[config.mk]
export PLATFORM = sky130hd
export DESIGN_NAME = multi_alarm_timekeeper
export DESIGN_NICKNAME = d
export VERILOG_FILES = /design/src/rtl/clock_pkg.sv /design/src/rtl/alarm_channel.sv /design/src/rtl/multi_alarm_timekeeper.sv
export SDC_FILE = /design/constraint.sdc
export NUM_CORES = 1
export LEC_CHECK = 0
export CAP_MARGIN = 20
export CORE_UTILIZATION = 35
export CTS_BUF_LIST = sky130_fd_sc_hd__clkbuf_4
export DETAILED_ROUTE_END_ITERATION = 10
export DONT_BUFFER_PORTS = 1
export PLACE_DENSITY = 0.49
export SYNTH_ARGS = -nofsm -noshare
export SYNTH_HDL_FRONTEND = slang
export SYNTH_SLANG_ARGS = --single-unit
[constraint.sdc]
create_clock -name CP -period 3.2 [get_ports CP]
set_clock_uncertainty 0.05 [all_clocks]
set_input_delay 0.64 -clock CP [delete_from_list [all_inputs] [get_ports CP]]
set_output_delay 0.64 -clock CP [all_outputs]
set_load 0.01 [all_outputs]
[src/rtl/clock_pkg.sv]
// Shared BCD time types, ring-state encoding and time-arithmetic helpers.
// Latency: n/a (types, constants and pure functions only).
// Backpressure: n/a.
//
// Build option: MULTI_ALARM_SNOOZE_EN adds the SNOOZE ring state.
package clock_pkg;

    // BCD hh:mm:ss, each field two BCD digits.
    typedef struct packed {
        logic [7:0] hh;
        logic [7:0] mm;
        logic [7:0] ss;
    } hms_t;

    // BCD hh:mm, used for alarm set-points.
    typedef struct packed {
        logic [7:0] hh;
        logic [7:0] mm;
    } hm_t;

`ifdef MULTI_ALARM_SNOOZE_EN
    typedef enum logic [1:0] {
        ST_IDLE   = 2'd0,
        ST_RING   = 2'd1,
        ST_SNOOZE = 2'd2
    } ring_state_e;
`else
    typedef enum logic [1:0] {
        ST_IDLE = 2'd0,
        ST_RING = 2'd1
    } ring_state_e;
`endif

    localparam logic [7:0] BCD_59 = 8'h59;
    localparam logic [7:0] BCD_23 = 8'h23;
    localparam logic [7:0] BCD_12 = 8'h12;

    // A BCD byte is acceptable when its low digit is a decimal digit and the
    // whole value does not exceed lim. With a legal low digit, BCD ordering
    // matches plain unsigned ordering, so a high digit above the limit fails
    // the magnitude test.
    function automatic logic bcd_ok(input logic [7:0] v, input logic [7:0] lim);
        return (v[3:0] <= 4'd9) && (v <= lim);
    endfunction

    function automatic logic [7:0] bcd_inc(input logic [7:0] v);
        if (v[3:0] == 4'd9) begin
            return {v[7:4] + 4'd1, 4'd0};
        end
        return {v[7:4], v[3:0] + 4'd1};
    endfunction

    // One-second advance with ss->mm->hh carries and midnight wrap.
    function automatic hms_t hms_next(input hms_t t);
        hms_t n;
        n = t;
        if (t.ss == BCD_59) begin
            n.ss = 8'h00;
            if (t.mm == BCD_59) begin
                n.mm = 8'h00;
                n.hh = (t.hh == BCD_23) ? 8'h00 : bcd_inc(t.hh);
            end else begin
                n.mm = bcd_inc(t.mm);
            end
        end else begin
            n.ss = bcd_inc(t.ss);
        end
        return n;
    endfunction

    // 24-hour BCD hour to 12-hour BCD hour: 00->12, 13..23->01..11.
    function automatic logic [7:0] hour_to_12(input logic [7:0] hh);
        logic [4:0] b;
        logic [4:0] r;
        b = 5'(hh[7:4]) * 5'd10 + 5'(hh[3:0]);
        if (b == 5'd0) begin
            r = 5'd12;
        end else if (b > 5'd12) begin
            r = b - 5'd12;
        end else begin
            r = b;
        end
        return (r >= 5'd10) ? {4'd1, 4'(r - 5'd10)} : {4'd0, r[3:0]};
    endfunction

endpackage

[src/rtl/alarm_channel.sv]
// One alarm channel: set-point register, minute compare, ring/snooze FSM.
// Latency: ringing rises one cycle after min_evt matches; ack/wr clear next cycle.
// Backpressure: none; every input is a single-cycle pulse consumed immediately.
//
// Ports: clk/rst (sync, active-high); tick = one-second strobe; min_evt = the
// running time has just become hh:mm:00 by counting; cur_hm = running hh:mm;
// wr/wr_time/wr_en = validated set-point write; ack = stop; snooze (only with
// MULTI_ALARM_SNOOZE_EN); ringing = state is RING.
module alarm_channel
    import clock_pkg::*;
#(
    parameter int RING_SEC     = 60,
    parameter int SNOOZE_TICKS = 300
) (
    input  logic clk,
    input  logic rst,
    input  logic tick,
    input  logic min_evt,
    input  hm_t  cur_hm,
    input  logic wr,
    input  hm_t  wr_time,
    input  logic wr_en,
    input  logic ack,
`ifdef MULTI_ALARM_SNOOZE_EN
    input  logic snooze,
`endif
    output logic ringing
);

    // One counter serves both the ring and snooze intervals, sized for the longer.
    localparam int CNT_TOP = (RING_SEC > SNOOZE_TICKS) ? RING_SEC : SNOOZE_TICKS;
    localparam int CW      = (CNT_TOP > 1) ? $clog2(CNT_TOP + 1) : 1;
    localparam logic [CW-1:0] RING_LAST = CW'(RING_SEC - 1);
`ifdef MULTI_ALARM_SNOOZE_EN
    localparam logic [CW-1:0] SNOOZE_LAST = CW'(SNOOZE_TICKS - 1);
`endif

    ring_state_e   state_q, state_d;
    logic [CW-1:0] cnt_q, cnt_d;
    hm_t           atime_q, atime_d;
    logic          aen_q, aen_d;
    logic          match;

    always_ff @(posedge clk) begin
        if (rst) begin
            state_q <= ST_IDLE;
            cnt_q   <= '0;
            atime_q <= '0;
            aen_q   <= 1'b0;
        end else begin
            state_q <= state_d;
            cnt_q   <= cnt_d;
            atime_q <= atime_d;
            aen_q   <= aen_d;
        end
    end

    assign match = min_evt && aen_q && (cur_hm == atime_q);

    always_comb begin
        state_d = state_q;
        cnt_d   = cnt_q;
        atime_d = atime_q;
        aen_d   = aen_q;
        if (wr) begin
            // Rewriting a channel always silences it.
            atime_d = wr_time;
            aen_d   = wr_en;
            state_d = ST_IDLE;
            cnt_d   = '0;
        end else begin
            case (state_q)
                ST_IDLE: begin
                    // Matches are only honoured from IDLE, so a repeat match
                    // never restarts an active ring interval.
                    if (match) begin
                        state_d = ST_RING;
                        cnt_d   = '0;
                    end
                end
                ST_RING: begin
                    if (ack) begin
                        state_d = ST_IDLE;
                        cnt_d   = '0;
`ifdef MULTI_ALARM_SNOOZE_EN
                    end else if (snooze) begin
                        state_d = ST_SNOOZE;
                        cnt_d   = '0;
`endif
                    end else if (tick) begin
                        if (cnt_q == RING_LAST) begin
                            state_d = ST_IDLE;
                            cnt_d   = '0;
                        end else begin
                            cnt_d = cnt_q + CW'(1);
                        end
                    end
                end
`ifdef MULTI_ALARM_SNOOZE_EN
                ST_SNOOZE: begin
                    if (ack) begin
                        state_d = ST_IDLE;
                        cnt_d   = '0;
                    end else if (tick) begin
                        if (cnt_q == SNOOZE_LAST) begin
                            state_d = ST_RING;
                            cnt_d   = '0;
                        end else begin
                            cnt_d = cnt_q + CW'(1);
                        end
                    end
                end
`endif
                default: begin
                    state_d = ST_IDLE;
                    cnt_d   = '0;
                end
            endcase
        end
    end

    assign ringing = (state_q == ST_RING);

endmodule

[src/rtl/multi_alarm_timekeeper.sv]
// BCD time-of-day clock with 12/24-hour display and NUM_ALARMS alarm channels.
// Latency: time/chime/load_err/alarm state update one cycle after the cause.
// Backpressure: none; load, alarm_wr, ack and snooze are accepted every cycle.
//
// Ports: CP clock, _CR sync active-high reset; time_mode selects 12-hour
// display; load/load_time preload hh:mm:ss; alarm_wr/alarm_sel/alarm_time/
// alarm_en program one channel; ack stops all channels; snooze (only with
// MULTI_ALARM_SNOOZE_EN). Outputs: cur_time, disp_time, pm, sec_tick,
// hour_chime, ringing[NUM_ALARMS], load_err.
module multi_alarm_timekeeper
    import clock_pkg::*;
#(
    parameter int CLK_HZ     = 100000000,
    parameter int NUM_ALARMS = 4,
    parameter int RING_SEC   = 60,
    parameter int SNOOZE_MIN = 5
) (
    input  logic                  CP,
    input  logic                  _CR,
    input  logic                  time_mode,
    input  logic                  load,
    input  logic [23:0]           load_time,
    input  logic                  alarm_wr,
    input  logic [((NUM_ALARMS > 1) ? $clog2(NUM_ALARMS) : 1)-1:0] alarm_sel,
    input  logic [15:0]           alarm_time,
    input  logic                  alarm_en,
    input  logic                  ack,
`ifdef MULTI_ALARM_SNOOZE_EN
    input  logic                  snooze,
`endif
    output logic [23:0]           cur_time,
    output logic [23:0]           disp_time,
    output logic                  pm,
    output logic                  sec_tick,
    output logic                  hour_chime,
    output logic [NUM_ALARMS-1:0] ringing,
    output logic                  load_err
);

    localparam int SW = (NUM_ALARMS > 1) ? $clog2(NUM_ALARMS) : 1;
    localparam int PW = (CLK_HZ > 1) ? $clog2(CLK_HZ) : 1;
    localparam logic [PW-1:0] PRE_LAST = PW'(CLK_HZ - 1);

    hms_t          cur_time_q, cur_time_d;
    logic [PW-1:0] pre_q, pre_d;
    logic          hour_chime_q, hour_chime_d;
    logic          min_evt_q, min_evt_d;
    logic          load_err_q, load_err_d;

    hms_t          ld;
    hm_t           at;
    hm_t           cur_hm;
    hms_t          disp_s;
    logic          tick;
    logic          load_ok;
    logic          alarm_ok;

    assign ld = hms_t'(load_time);
    assign at = hm_t'(alarm_time);

    assign tick     = (pre_q == PRE_LAST);
    assign load_ok  = bcd_ok(ld.hh, BCD_23) && bcd_ok(ld.mm, BCD_59) && bcd_ok(ld.ss, BCD_59);
    assign alarm_ok = bcd_ok(at.hh, BCD_23) && bcd_ok(at.mm, BCD_59);

    always_ff @(posedge CP) begin
        if (_CR) begin
            cur_time_q   <= '0;
            pre_q        <= '0;
            hour_chime_q <= 1'b0;
            min_evt_q    <= 1'b0;
            load_err_q   <= 1'b0;
        end else begin
            cur_time_q   <= cur_time_d;
            pre_q        <= pre_d;
            hour_chime_q <= hour_chime_d;
            min_evt_q    <= min_evt_d;
            load_err_q   <= load_err_d;
        end
    end

    always_comb begin
        cur_time_d   = cur_time_q;
        pre_d        = tick ? '0 : pre_q + PW'(1);
        hour_chime_d = 1'b0;
        min_evt_d    = 1'b0;
        load_err_d   = (load && !load_ok) || (alarm_wr && !alarm_ok);
        if (load && load_ok) begin
            // A valid load wins over a coincident tick and restarts the second,
            // and never raises the chime or minute events.
            cur_time_d = ld;
            pre_d      = '0;
        end else if (tick) begin
            cur_time_d   = hms_next(cur_time_q);
            min_evt_d    = (cur_time_q.ss == BCD_59);
            hour_chime_d = (cur_time_q.ss == BCD_59) && (cur_time_q.mm == BCD_59);
        end
    end

    // 12-hour display only rewrites the hour field.
    always_comb begin
        disp_s = cur_time_q;
        pm     = 1'b0;
        if (time_mode) begin
            disp_s.hh = hour_to_12(cur_time_q.hh);
            pm        = (cur_time_q.hh >= BCD_12);
        end
    end

    assign cur_time   = cur_time_q;
    assign disp_time  = disp_s;
    assign sec_tick   = tick;
    assign hour_chime = hour_chime_q;
    assign load_err   = load_err_q;
    assign cur_hm     = {cur_time_q.hh, cur_time_q.mm};

    // min_evt_q is high in the cycle cur_time first shows hh:mm:00 after a
    // counted second, so channels compare against the settled time.
    for (genvar i = 0; i < NUM_ALARMS; i++) begin : g_ch
        alarm_channel #(
            .RING_SEC     (RING_SEC),
            .SNOOZE_TICKS (SNOOZE_MIN * 60)
        ) u_ch (
            .clk     (CP),
            .rst     (_CR),
            .tick    (tick),
            .min_evt (min_evt_q),
            .cur_hm  (cur_hm),
            .wr      (alarm_wr && alarm_ok && (alarm_sel == SW'(i))),
            .wr_time (at),
            .wr_en   (alarm_en),
            .ack     (ack),
`ifdef MULTI_ALARM_SNOOZE_EN
            .snooze  (snooze),
`endif
            .ringing (ringing[i])
        );
    end

endmodule

== Word level (Yosys, flattened, before mapping) ==
Index checks and enable logic that the tools add are counted.

* Flip-flop bits (word level): 166
* Input port bits: 49
* Output and inout port bits: 56
* Word-level logic and storage cells: 225

* Add/sub/neg operators: 14
* Mux-type cells: 73
* $lt $le $gt $ge: 13
* Equality and inequality tests: 34
* Bitwise gates (word level): 1
* Multipliers: 1
* Reductions and logical operators: 59

{| class="wikitable"
|+ Operators with widths
! operator !! count
|-
| $mux W9 || 16
|-
| $mux W8 || 11
|-
| $pmux W9 S2 || 4
|-
| $eq A16 B16 Y1 || 4
|-
| $mux W24 || 2
|-
| $add A9 B1 Y9 const B || 4
|-
| $eq A9 B6 Y1 const B || 4
|-
| $mux W2 || 16
|-
| $add A27 B1 Y27 const B || 1
|-
| $eq A27 B27 Y1 const B || 1
|-
| $logic_and A1 B1 Y1 || 25
|-
| $add A4 B1 Y4 const B || 6
|-
| $le A8 B7 Y1 const B || 3
|-
| $ne A3 B3 Y1 const B || 8
|-
| $le A4 B4 Y1 const B || 5
|-
| $mux W5 || 4
|-
| $reduce_and A3 Y1 || 6
|-
| $eq A8 B7 Y1 const B || 2
|-
| $le A8 B6 Y1 const B || 2
|-
| $mux W16 || 1
|-
| $pmux W2 S2 || 4
|-
| $mux W1 || 15
|-
| $eq A4 B4 Y1 const B || 3
|-
| $reduce_and A2 Y1 || 6
|-
| other kinds (21) || 42
|}

== Depth between registers and ports, before layout ==
Gate-level depths: netlist of the first run.

* Depth after elaboration: 12
* Gate-level depth with buffers: 12
* Depth with buffers taken out: 12

== Cells and area by module ==
Synthesis of the first run repeated with hierarchy kept, for this count alone.

* Cells, all modules: 1041
* Area, all modules: 8799.7 um^2

{| class="wikitable"
|+ By module, submodules not included
! module !! seq. area each (um^2) !! cells each !! area each (um^2) !! instances
|-
| alarm_channel || 540.5 || 153 || 1335.0 || 4
|-
| multi_alarm_timekeeper || 1081.0 || 429 || 3459.6 || 1
|}

== Worst setup path before layout of the first run ==
No wires, ideal clock.

* Kind: register -> output
* Start: register cur_time_q (netlist bit cur_time[20])
* End: output port disp_time[18]
* Data required time: 2.510 ns
* Stages on the path, launching flop included: 13
* Arrival time: 2.617 ns
* Setup slack: -0.107 ns
* Path buffers: 0
* Path through: dfxtp_1 > ha_1 > ha_1 > xor2_1 > inv_1 > ha_1 > nand2_1 > nand2_1 > a21oi_1 > ha_1 > o21a_1 > o21ai_0 > o311ai_1

* Word-level cells in the longest chain between the ends: 9
* Elaborated cells between the ends (all ways): 12
* Classes of those cells: 3 x add/sub; 1 x mul; 2 x order compare; 5 x mux; 1 x reduce/logical

{| class="wikitable"
|+ RTL lines
! element !! line !! text
|-
| start: declaration || multi_alarm_timekeeper.sv:44 || <nowiki>hms_t cur_time_q, cur_time_d;</nowiki>
|-
| start signal: assignment || multi_alarm_timekeeper.sv:73 || <nowiki>cur_time_q <= cur_time_d;</nowiki>
|-
| $mul A4 B3 Y4 (*) || clock_pkg.sv:75 || <nowiki>b = 5'(hh[7:4]) * 5'd10 + 5'(hh[3:0]);</nowiki>
|-
| $add A5 B4 Y5 (*) || clock_pkg.sv:75 ||
|-
| $sub A5 B4 Y5 / $gt A5 B4 Y1 (equally long branches) || clock_pkg.sv:79, clock_pkg.sv:78 ||
|-
| $mux W5 || clock_pkg.sv:78 || <nowiki>end else if (b > 5'd12) begin</nowiki>
|-
| $mux W5 (*) || clock_pkg.sv:76 || <nowiki>if (b == 5'd0) begin</nowiki>
|-
| $mux W5 (*) || multi_alarm_timekeeper.sv:103 || <nowiki>if (time_mode) begin</nowiki>
|-
| $sub A4 B4 Y4 / $ge A5 B4 Y1 (equally long branches) || clock_pkg.sv:83 || <nowiki>return (r >= 5'd10) ? {4'd1, 4'(r - 5'd10)} : {4'd0, r[3:0]};</nowiki>
|-
| $mux W5 (*) || clock_pkg.sv:83 ||
|-
| $mux W8 (*) || multi_alarm_timekeeper.sv:103 ||
|-
| end: declaration || multi_alarm_timekeeper.sv:32 || <nowiki>output logic [23:0] disp_time,</nowiki>
|}

Mark *: on every way between the ends. The rest lies on a longest branch, timed or not. The select of a mux whose other input is x is not followed.

== Worst setup path in the final report of the first run ==
Ends and elaborated chain as after synthesis.

==> impl_metrics.csv, run 1 <==
group,metric,value,unit
critical_path,slowest_delay,0.54,ns
logic_synthesis,synthMostInstantiatedCell,"dfxtp_1",
logic_synthesis,synth_cells,1021,
critical_path,worstSetupStartpointType,"flip-flop",
floorplan,io-pin-count,105,
min_path,hp-class,"input port to flip-flop",
logic_synthesis,synth-main-ff-cell,"dfxtp_1",
global_routing,grt_overflow_total,0,
floorplan,die-area,25300,sq um
placement,placed_area,8990,sq um
power,p_int,2.53,mW
logic_synthesis,syn_area,8630,sq um
drt,viasPerCell,5.22,
clocking,clk_pin_slew_worst_paths,0.16,ns
logic_synthesis,synth_cell_types,70,
cells_and_area,syn_to_final_growth,10.1,%
logic_synthesis,syn-num-nets,1092,
floorplan,initial_utilization,35.6,%
logic_synthesis,synth.yosys.warnings,0,
placement,dp_cells,1305,
power,p_comb_share,2.6,%
timing,slew_headroom,51.8,%
timing,hold_viol,0,
global_routing,track_usage,18.7,%
clocking,clockBufferDepth,2,
clocking,ctsHtreeMaxLevel,4,
global_routing,grt_pass1_wl,37300,um
placement,gp_congestion,0.789,
timing,layout_min_cycle_time,3.61,ns
floorplan,rows,57,
floorplan,die_w,159,um
clocking,cts_tree,"yes",
timing,worst_slew_pin_slew,0.720,ns
logic_synthesis,seq_area_frac_synth,37.6,%
timing,final.period_utilization,113,%
critical_path,required,2.51,ns
logic_synthesis,async_reset_ff_share,0,%
outcome,violations,"setup timing",
cells_and_area,fin_util,39.2,%
timing,fin_hold_ws,0.0622,ns
drt,vias,7013,
clocking,clock_latency,0.59,ns
drt,drtPass1Iterations,5,
critical_path,path_delay_family,"adder cells",
drt,drtIter0Drc,404,
power,power,3.40,mW
critical_path,worst_path_most_repeated_cell,"ha_4",
logic_synthesis,netlist_top_cells_count,"162 x dfxtp_1, 111 x nor2_1, 100 x nand2_1",
logic_synthesis,ys_ff_latch,162,
timing,finalMaxSlewViolations,0,
critical_path,arrival,2.92,ns
timing,setup_slack,-0.413,ns
logic_synthesis,synth_edf_count,0,
outcome,outcome,"finished with violations",
drt,drc_errors,0,
power,clkPwrFrac,37.8,%
power,ir_drop,0.157,mV
floorplan,die_h,159,um
drt,drtAntennaViolNets,0,
floorplan,core-area,24200,sq um
timing,rsz0062_at_grt,"yes",
critical_path,cp.buffers_inverters,1,
power,powerDensity,358,nW/um^2
drt,wire_per_inst,17.5,um
logic_synthesis,yosys.area.top_type,"dfxtp_1",
critical_path,cp-end-kind,"primary output",
global_routing,antenna_found_initial,1,
cells_and_area,fin_area,9510,sq um
global_routing,grt_pass1_vias,6611,
critical_path,path_class,"flip-flop to primary output",
critical_path,slowest_stage,"fa_2",
clocking,cts_buffers,17,
global_routing,grt_max_degree,90,
placement,detailed_place_hpwl,16700,um
logic_synthesis,yosysTopAreaCellShare,37.6,%
power,power_frac_seq,59.7,%
timing,max_freq,0.277,GHz
power,power_leakage,3.49,nW
power,p_sw,0.875,mW
clocking,cts_root_buf,"clkbuf_4",
logic_synthesis,synthTopCellsByArea,"dfxtp_1 38%, xnor2_1 6.4%, nor2_1 4.8%",
job,cap_violations,0,
power,p_sw_share,25.7,%
timing,setup_viol,4,
critical_path,worstPathMaxFanout,4,
clocking,clock-sinks,162,
cells_and_area,stdcell_count,1344,
drt,totalWireLength,23600,um
placement,port-buffer-count,0,
cells_and_area,drive_gt1_share,12.3,%
critical_path,crit_chain,"ha_4, fa_2, inv_2, ha_4, nand2_4, nand2_2, a21oi_4, ha_4, o21a_1, o21ai_2, o311ai_4",
cells_and_area,fin_nets,1077,
logic_synthesis,syn_area_per_cell,8.45,sq um
==> stage by stage <==
stage,worst slack [ns],TNS [ns]
detailed placement,-0.0476,-0.0476
floorplan,0.00271,0
global placement,-0.0331,-0.0379
global route,-0.579,-2.09
finish,-0.413,-1.49
CTS,-0.493,-1.74
==> flip-flops by register name, indices dropped and copies added, names as in the netlist <==
name	cells
cur_time	24
g_ch.u_ch.aen_q	4
g_ch.u_ch.atime_q	64
g_ch.u_ch.cnt_q	36
g_ch.u_ch.state_q	4
hour_chime	1
load_err	1
min_evt_q	1
pre_q	27
==> cells by family (layout without fill, tap and decap cells) <==
family | after synthesis | in the layout | synth area share (%)
adder cells (fa/ha/maj) | 22 | 22 | 3.28
multiplexers | 35 | 35 | 4.06
other | 0 | 1 | 0
AO/OA/AOI/OAI | 191 | 191 | 15.2
buffers and inverters | 115 | 113 | 6.12
AND/OR/NAND/NOR | 402 | 402 | 24.1
XOR/XNOR | 94 | 94 | 9.70
flip-flops | 162 | 162 | 37.6
==> repair_timing <==
action / 4_1_cts / 5_1_grt
hold endpoints to repair: 0 / 1
buffers inserted: 5 / 0
hold buffers: 0 / 1
resized for setup: 33 / 7
pin swaps: 18 / 5
setup endpoints to repair: 4 / 4
==> per-layer routing <==
| layer | share of wire (%) | track usage (%) | up-vias | wire (um) |
|---|---|---|---|---|
| met3 | 4.9 | 4.64 | 21 | 1160 |
| met5 | 0 | 0 | - | 0 |
| li1 | - | - | 3556 | - |
| met1 | 50 | 25.8 | 3290 | 11700 |
| met2 | 44 | 29.2 | 146 | 10500 |
| met4 | 1.0 | 4.41 | 0 | 239 |
==> power groups by stage <==
stage	sequential [mW]	clock (mW)	combinational [mW]
CTS	2.03	1.33	0.0858
global route	2.03	1.40	0.0965
finish	2.03	1.28	0.0881
floorplan	2.07	0	0.0750
detailed placement	2.07	0	0.0808
global placement	2.07	0	0.0816
==> worst reg2reg max path, cell delays in order (launching register included) <==
cell      delay, ns
dfxtp_1        0.38
ha_1           0.21
and4_4         0.28
nand4_4        0.18
o31ai_2        0.27
buf_4          0.25
and3_1         0.47
a41oi_1        0.18
a311oi_1       0.28
==> placed cells by master (no fill, tap or decap), drive strengths merged, types with 4 or more instances in the layout <==
cell / instances
buf: 43
clkinv: 8
mux2i: 35
nand3: 36
a211oi: 15
nor3: 27
nor4: 9
a41oi: 10
a32oi: 8
o311a: 7
nand2: 100
nand2b: 11
a21oi: 63
o211a: 4
clkbuf: 17
nor3b: 6
o21ai: 28
xor2: 30
nor4b: 5
dfxtp: 162
ha: 21
a311oi: 21
inv: 40
or3: 11
xnor2: 63
a21o: 8
a211o: 4
and4: 7
nand4: 18
and2: 15
and3: 25
nor2b: 7
nor2: 112
==> area by class of cell <==
| class | count | area, sq um |
|---|---|---|
| antenna | 1 | 2.50 |
| multi-input combinational | 744 | 5090 |
| fill | 2535 | 14700 |
| sequential | 162 | 3250 |
| tap | 324 | 405 |
| clock inverter | 15 | 159 |
| timing repair buffer | 44 | 333 |
| clock buffer | 17 | 128 |
| inverter | 37 | 139 |
==> worst paths after layout <==
check / from / endpoint / slack (ns) / cells past startpoint
max: cur_time[20]$_SDFFE_PP0P_ / disp_time[18] / -0.41 / 11
min: _CR / cur_time[4]$_SDFFE_PP0P_ / 0.06 / 1
max reg2reg: pre_q[0]$_SDFF_PP0_ / g_ch[1].u_ch.cnt_q[8]$_SDFFE_PP0P_ / 0.56 / 8
min reg2reg: pre_q[0]$_SDFF_PP0_ / pre_q[0]$_SDFF_PP0_ / 0.40 / 1
(Power assumes the default switching activity.)
==> run 2, diff against run 1 <==
--- a/config.mk
+++ b/config.mk
@@ -10,7 +10,10 @@
 export CTS_BUF_LIST = sky130_fd_sc_hd__clkbuf_4
 export DETAILED_ROUTE_END_ITERATION = 10
 export DONT_BUFFER_PORTS = 1
+export HOLD_SLACK_MARGIN = 0.02
 export PLACE_DENSITY = 0.49
+export SLEW_MARGIN = 15
 export SYNTH_ARGS = -nofsm -noshare
 export SYNTH_HDL_FRONTEND = slang
+export SYNTH_HIERARCHICAL = 1
 export SYNTH_SLANG_ARGS = --single-unit
==> run 2 against run 1 <==
Against the previous run: critical path depth is 3 higher; the run still ends with setup timing left; design area is 4.4% higher; highest routed layer unchanged; largest cell class unchanged; global-route usage shrank 0.44 points.
==> impl_metrics.csv, run 2 <==
group,metric,value,unit
timing,rsz0062_at_grt,"yes",
power,ir_drop,0.161,mV
global_routing,gr-usage-met2,29.8,%
drt,drtPass1Iterations,5,
clocking,cts_buffers,17,
logic_synthesis,yosysTopAreaCellShare,36.9,%
clocking,clk_pin_slew_worst_paths,0.14,ns
logic_synthesis,yosys.area.top_type,"dfxtp_1",
logic_synthesis,syn-num-nets,1112,
logic_synthesis,ys_ff_latch,162,
critical_path,crit_chain,"ha_4, ha_4, xor2_2, inv_2, ha_4, nand2_4, nand2_4, a21oi_4, ha_4, buf_4, o2111ai_4, buf_6, o21ai_4, o221ai_4",
drt,totalWireLength,23700,um
timing,setup_slack,-0.529,ns
timing,final.period_utilization,117,%
global_routing,grt_pass1_vias,7110,
clocking,clock-sinks,162,
timing,setup_viol,4,
global_routing,grt.met1_usage,23.7,%
cells_and_area,final_common_cell,"nor2_1",
power,power_leakage,3.26,nW
global_routing,grt_max_degree,107,
clocking,cts_tree,"yes",
cells_and_area,largest_register,"g_ch.u_ch/atime_q",
logic_synthesis,syn_area,8800,sq um
logic_synthesis,synth_cells,1041,
cells_and_area,fin_util,40.6,%
drt,drc_errors,0,
drt,viasPerCell,5.26,
timing,slew_headroom,46.8,%
critical_path,r2r_slack,0.32,ns
global_routing,grt_pass1_wl,37400,um
critical_path,critPathLaunch,"cur_time[20]$_SDFFE_PP0P_",
clocking,ctsHtreeMaxLevel,4,
placement,port-buffer-count,0,
critical_path,regToRegStartpoint,"pre_q[0]$_SDFF_PP0_",
logic_synthesis,synth-main-ff-cell,"dfxtp_1",
logic_synthesis,synthMostInstantiatedCell,"nor2_1",
power,clkPwrFrac,36.2,%
global_routing,grt_overflow_total,0,
power,power_frac_seq,61.0,%
timing,layout_min_cycle_time,3.73,ns
timing,worst_slew_pin_slew,0.797,ns
cells_and_area,top_regs,"g_ch.u_ch/atime_q: 64 flops, g_ch.u_ch/cnt_q: 36 flops, pre_q: 27 flops",
placement,dp_slack,-0.205,ns
outcome,outcome,"finished with violations",
outcome,violations,"setup timing",
critical_path,path_delay_family,"adder cells",
placement,detailed_place_hpwl,16400,um
timing,max_freq,0.268,GHz
cells_and_area,multi_input_area,5440,sq um
logic_synthesis,synth.yosys.warnings,6,
cells_and_area,layout_common_cells,"168 x nor2_1, 160 x dfxtp_1, 76 x xnor2_1, 69 x mux2i_1, 67 x nand2_1",
clocking,clock_latency,0.57,ns
critical_path,required,2.51,ns
cells_and_area,largest_reg_flops,64,
logic_synthesis,synthTopCellsByArea,"dfxtp_1 37%, mux2i_1 8.0%, xnor2_1 7.6%",
global_routing,top_usage_layer,"met2",
critical_path,r2r_cells,7,
critical_path,critical_path_depth,14,
drt,drtIter0Drc,420,
global_routing,use_met3,4.78,%
power,p_comb_share,2.8,%
power,p_sw_share,25.8,%
global_routing,track_usage,18.3,%
timing,finalMaxSlewViolations,0,
critical_path,cp.buffers_inverters,3,
logic_synthesis,syn_area_per_cell,8.45,sq um
floorplan,rows,57,
floorplan,die_w,161,um
floorplan,io-pin-count,105,
power,power,3.32,mW
cells_and_area,syn_to_final_growth,12.8,%
placement,gp_congestion,0.805,
clocking,cts_root_buf,"clkbuf_4",
global_routing,antenna_found_initial,1,
logic_synthesis,synth_cell_types,66,
logic_synthesis,netlist_top_cells_count,"169 x nor2_1, 162 x dfxtp_1, 76 x xnor2_1",
floorplan,core-area,24500,sq um
critical_path,reg2reg_to,"cur_time[18]$_SDFFE_PP0P_",
critical_path,worstSetupStartpointType,"flip-flop",
critical_path,worst_path_most_repeated_cell,"ha_4",
drt,vias,7363,
cells_and_area,regArea,3250,sq um
power,powerDensity,335,nW/um^2
logic_synthesis,synth_edf_count,0,
critical_path,path_class,"flip-flop to primary output",
critical_path,arrival,3.04,ns
cells_and_area,drive_gt1_share,13.3,%
cells_and_area,fillers,2499,
critical_path,slowest_delay,0.39,ns
drt,drtAntennaViolNets,0,
drt,wire_per_inst,16.9,um
power,p_int,2.47,mW
critical_path,critical_path.endpoint,"disp_time[17]",
min_path,hp-class,"input port to flip-flop",
floorplan,die_h,161,um
floorplan,initial_utilization,36.0,%
floorplan,die-area,25800,sq um
logic_synthesis,async_reset_ff_share,0,%
cells_and_area,fin_nets,1132,
critical_path,slowest_stage,"dfxtp_4",
logic_synthesis,seq_area_frac_synth,36.9,%
timing,hold_viol,0,
clocking,clockBufferDepth,2,
job,cap_violations,0,
critical_path,cp-end-kind,"primary output",
critical_path,worstPathMaxFanout,3,
power,p_sw,0.858,mW
## run 2: cell count changes in the layout (fill, tap and decap cells not counted), sizes merged, moves of 11 or more
| cell | delta |
|---|---|
| inv | -12 |
| a311oi | -13 |
| o21ai | +13 |
| nor2 | +57 |
| mux2i | +35 |
| xor2 | -13 |
| xnor2 | +13 |
| and3 | -12 |
| buf | +11 |
| nand2 | -31 |
| a31oi | +15 |
## run 2: metrics by stage
| step | instances | setup TNS [ns] | hold slack (ns) | cell area (sq um) |
|---|---|---|---|---|
| 6_report | 1399 | -1.99 | 0.0916 | 9930 |
| 5_1_grt | 1399 | -2.52 | 0.0219 | 9930 |
| 4_1_cts | 1394 | -2.11 | 0.0311 | 9780 |
| 3_5_place_dp | 1354 | -0.276 | 0.386 | 9270 |
| 3_3_place_gp | 1354 | -0.177 | 0.382 | 9270 |
| 2_1_floorplan | 1041 | -0.123 | 0.368 | 8810 |
## run 2: worst min-delay path by stage
stage | start | end | cells after the start
after global placement | pre_q[0]$_SDFF_PP0_ | pre_q[0]$_SDFF_PP0_ | 1
after CTS | _CR | cur_time[6]$_SDFFE_PP0P_ | 1
after floorplan | pre_q[0]$_SDFF_PP0_ | pre_q[0]$_SDFF_PP0_ | 1
after global routing | _CR | cur_time[8]$_SDFFE_PP0P_ | 1
after detailed placement | pre_q[0]$_SDFF_PP0_ | pre_q[0]$_SDFF_PP0_ | 1
final | _CR | cur_time[8]$_SDFFE_PP0P_ | 1
## run 2: cells by family after synthesis
group,count (synthesis),synth area share (%)
DFF,162,36.9
adders and majority gates,22,3.21
and+or+nand+nor,437,24.6
buffers and inverters,80,4.64
muxes,70,7.96
AOI/OAI and AO/OA,176,13.2
xor gates and xnor gates,94,9.51
## run 2: area by class of cell
| cell class | instances | area share, % |
|---|---|---|
| diodes | 1 | 0.0252 |
| clock buffers | 18 | 1.36 |
| clock inverters | 14 | 1.32 |
| inverters | 24 | 0.907 |
| multi-input cells | 799 | 54.8 |
| flip-flops and latches | 162 | 32.7 |
| well taps | 324 | 4.08 |
| repair buffers | 57 | 4.75 |
## run 2: worst reg2reg max path, delay by kind of cell, from the launching register on
| family | cells | cell delay [ns] |
|---|---|---|
| AND/OR/NAND/NOR | 5 | 1.90 |
| flip-flops | 1 | 0.38 |
| AO/OA/AOI/OAI | 1 | 0.26 |
| adder cells (fa/ha/maj) | 1 | 0.21 |
## run 2: power groups by stage
| stage | sequential (mW) | clock, mW | combinational (mW) |
|---|---|---|---|
| after global routing | 2.03 | 1.33 | 0.100 |
| final | 2.03 | 1.20 | 0.0926 |
| after CTS | 2.03 | 1.26 | 0.0821 |
| after floorplan | 2.07 | 0 | 0.0754 |
| after detailed placement | 2.07 | 0 | 0.0746 |
| after global placement | 2.07 | 0 | 0.0750 |
## run 2: per-layer routing
metal  vias up  routed length [um]
met1      3469               11400
li1       3712                   -
met5         -                   0
met3        19                1180
met2       163               10800
met4         0                 306
## run 2: repair_timing
action | 4_1_cts | 5_1_grt
hold endpoints to repair | 0 | 1
pin swaps | 19 | 16
setup endpoints to repair | 5 | 5
hold buffers | 0 | 3
setup buffers | 9 | 2
gates cloned | 0 | 0
gates resized for setup | 43 | 15
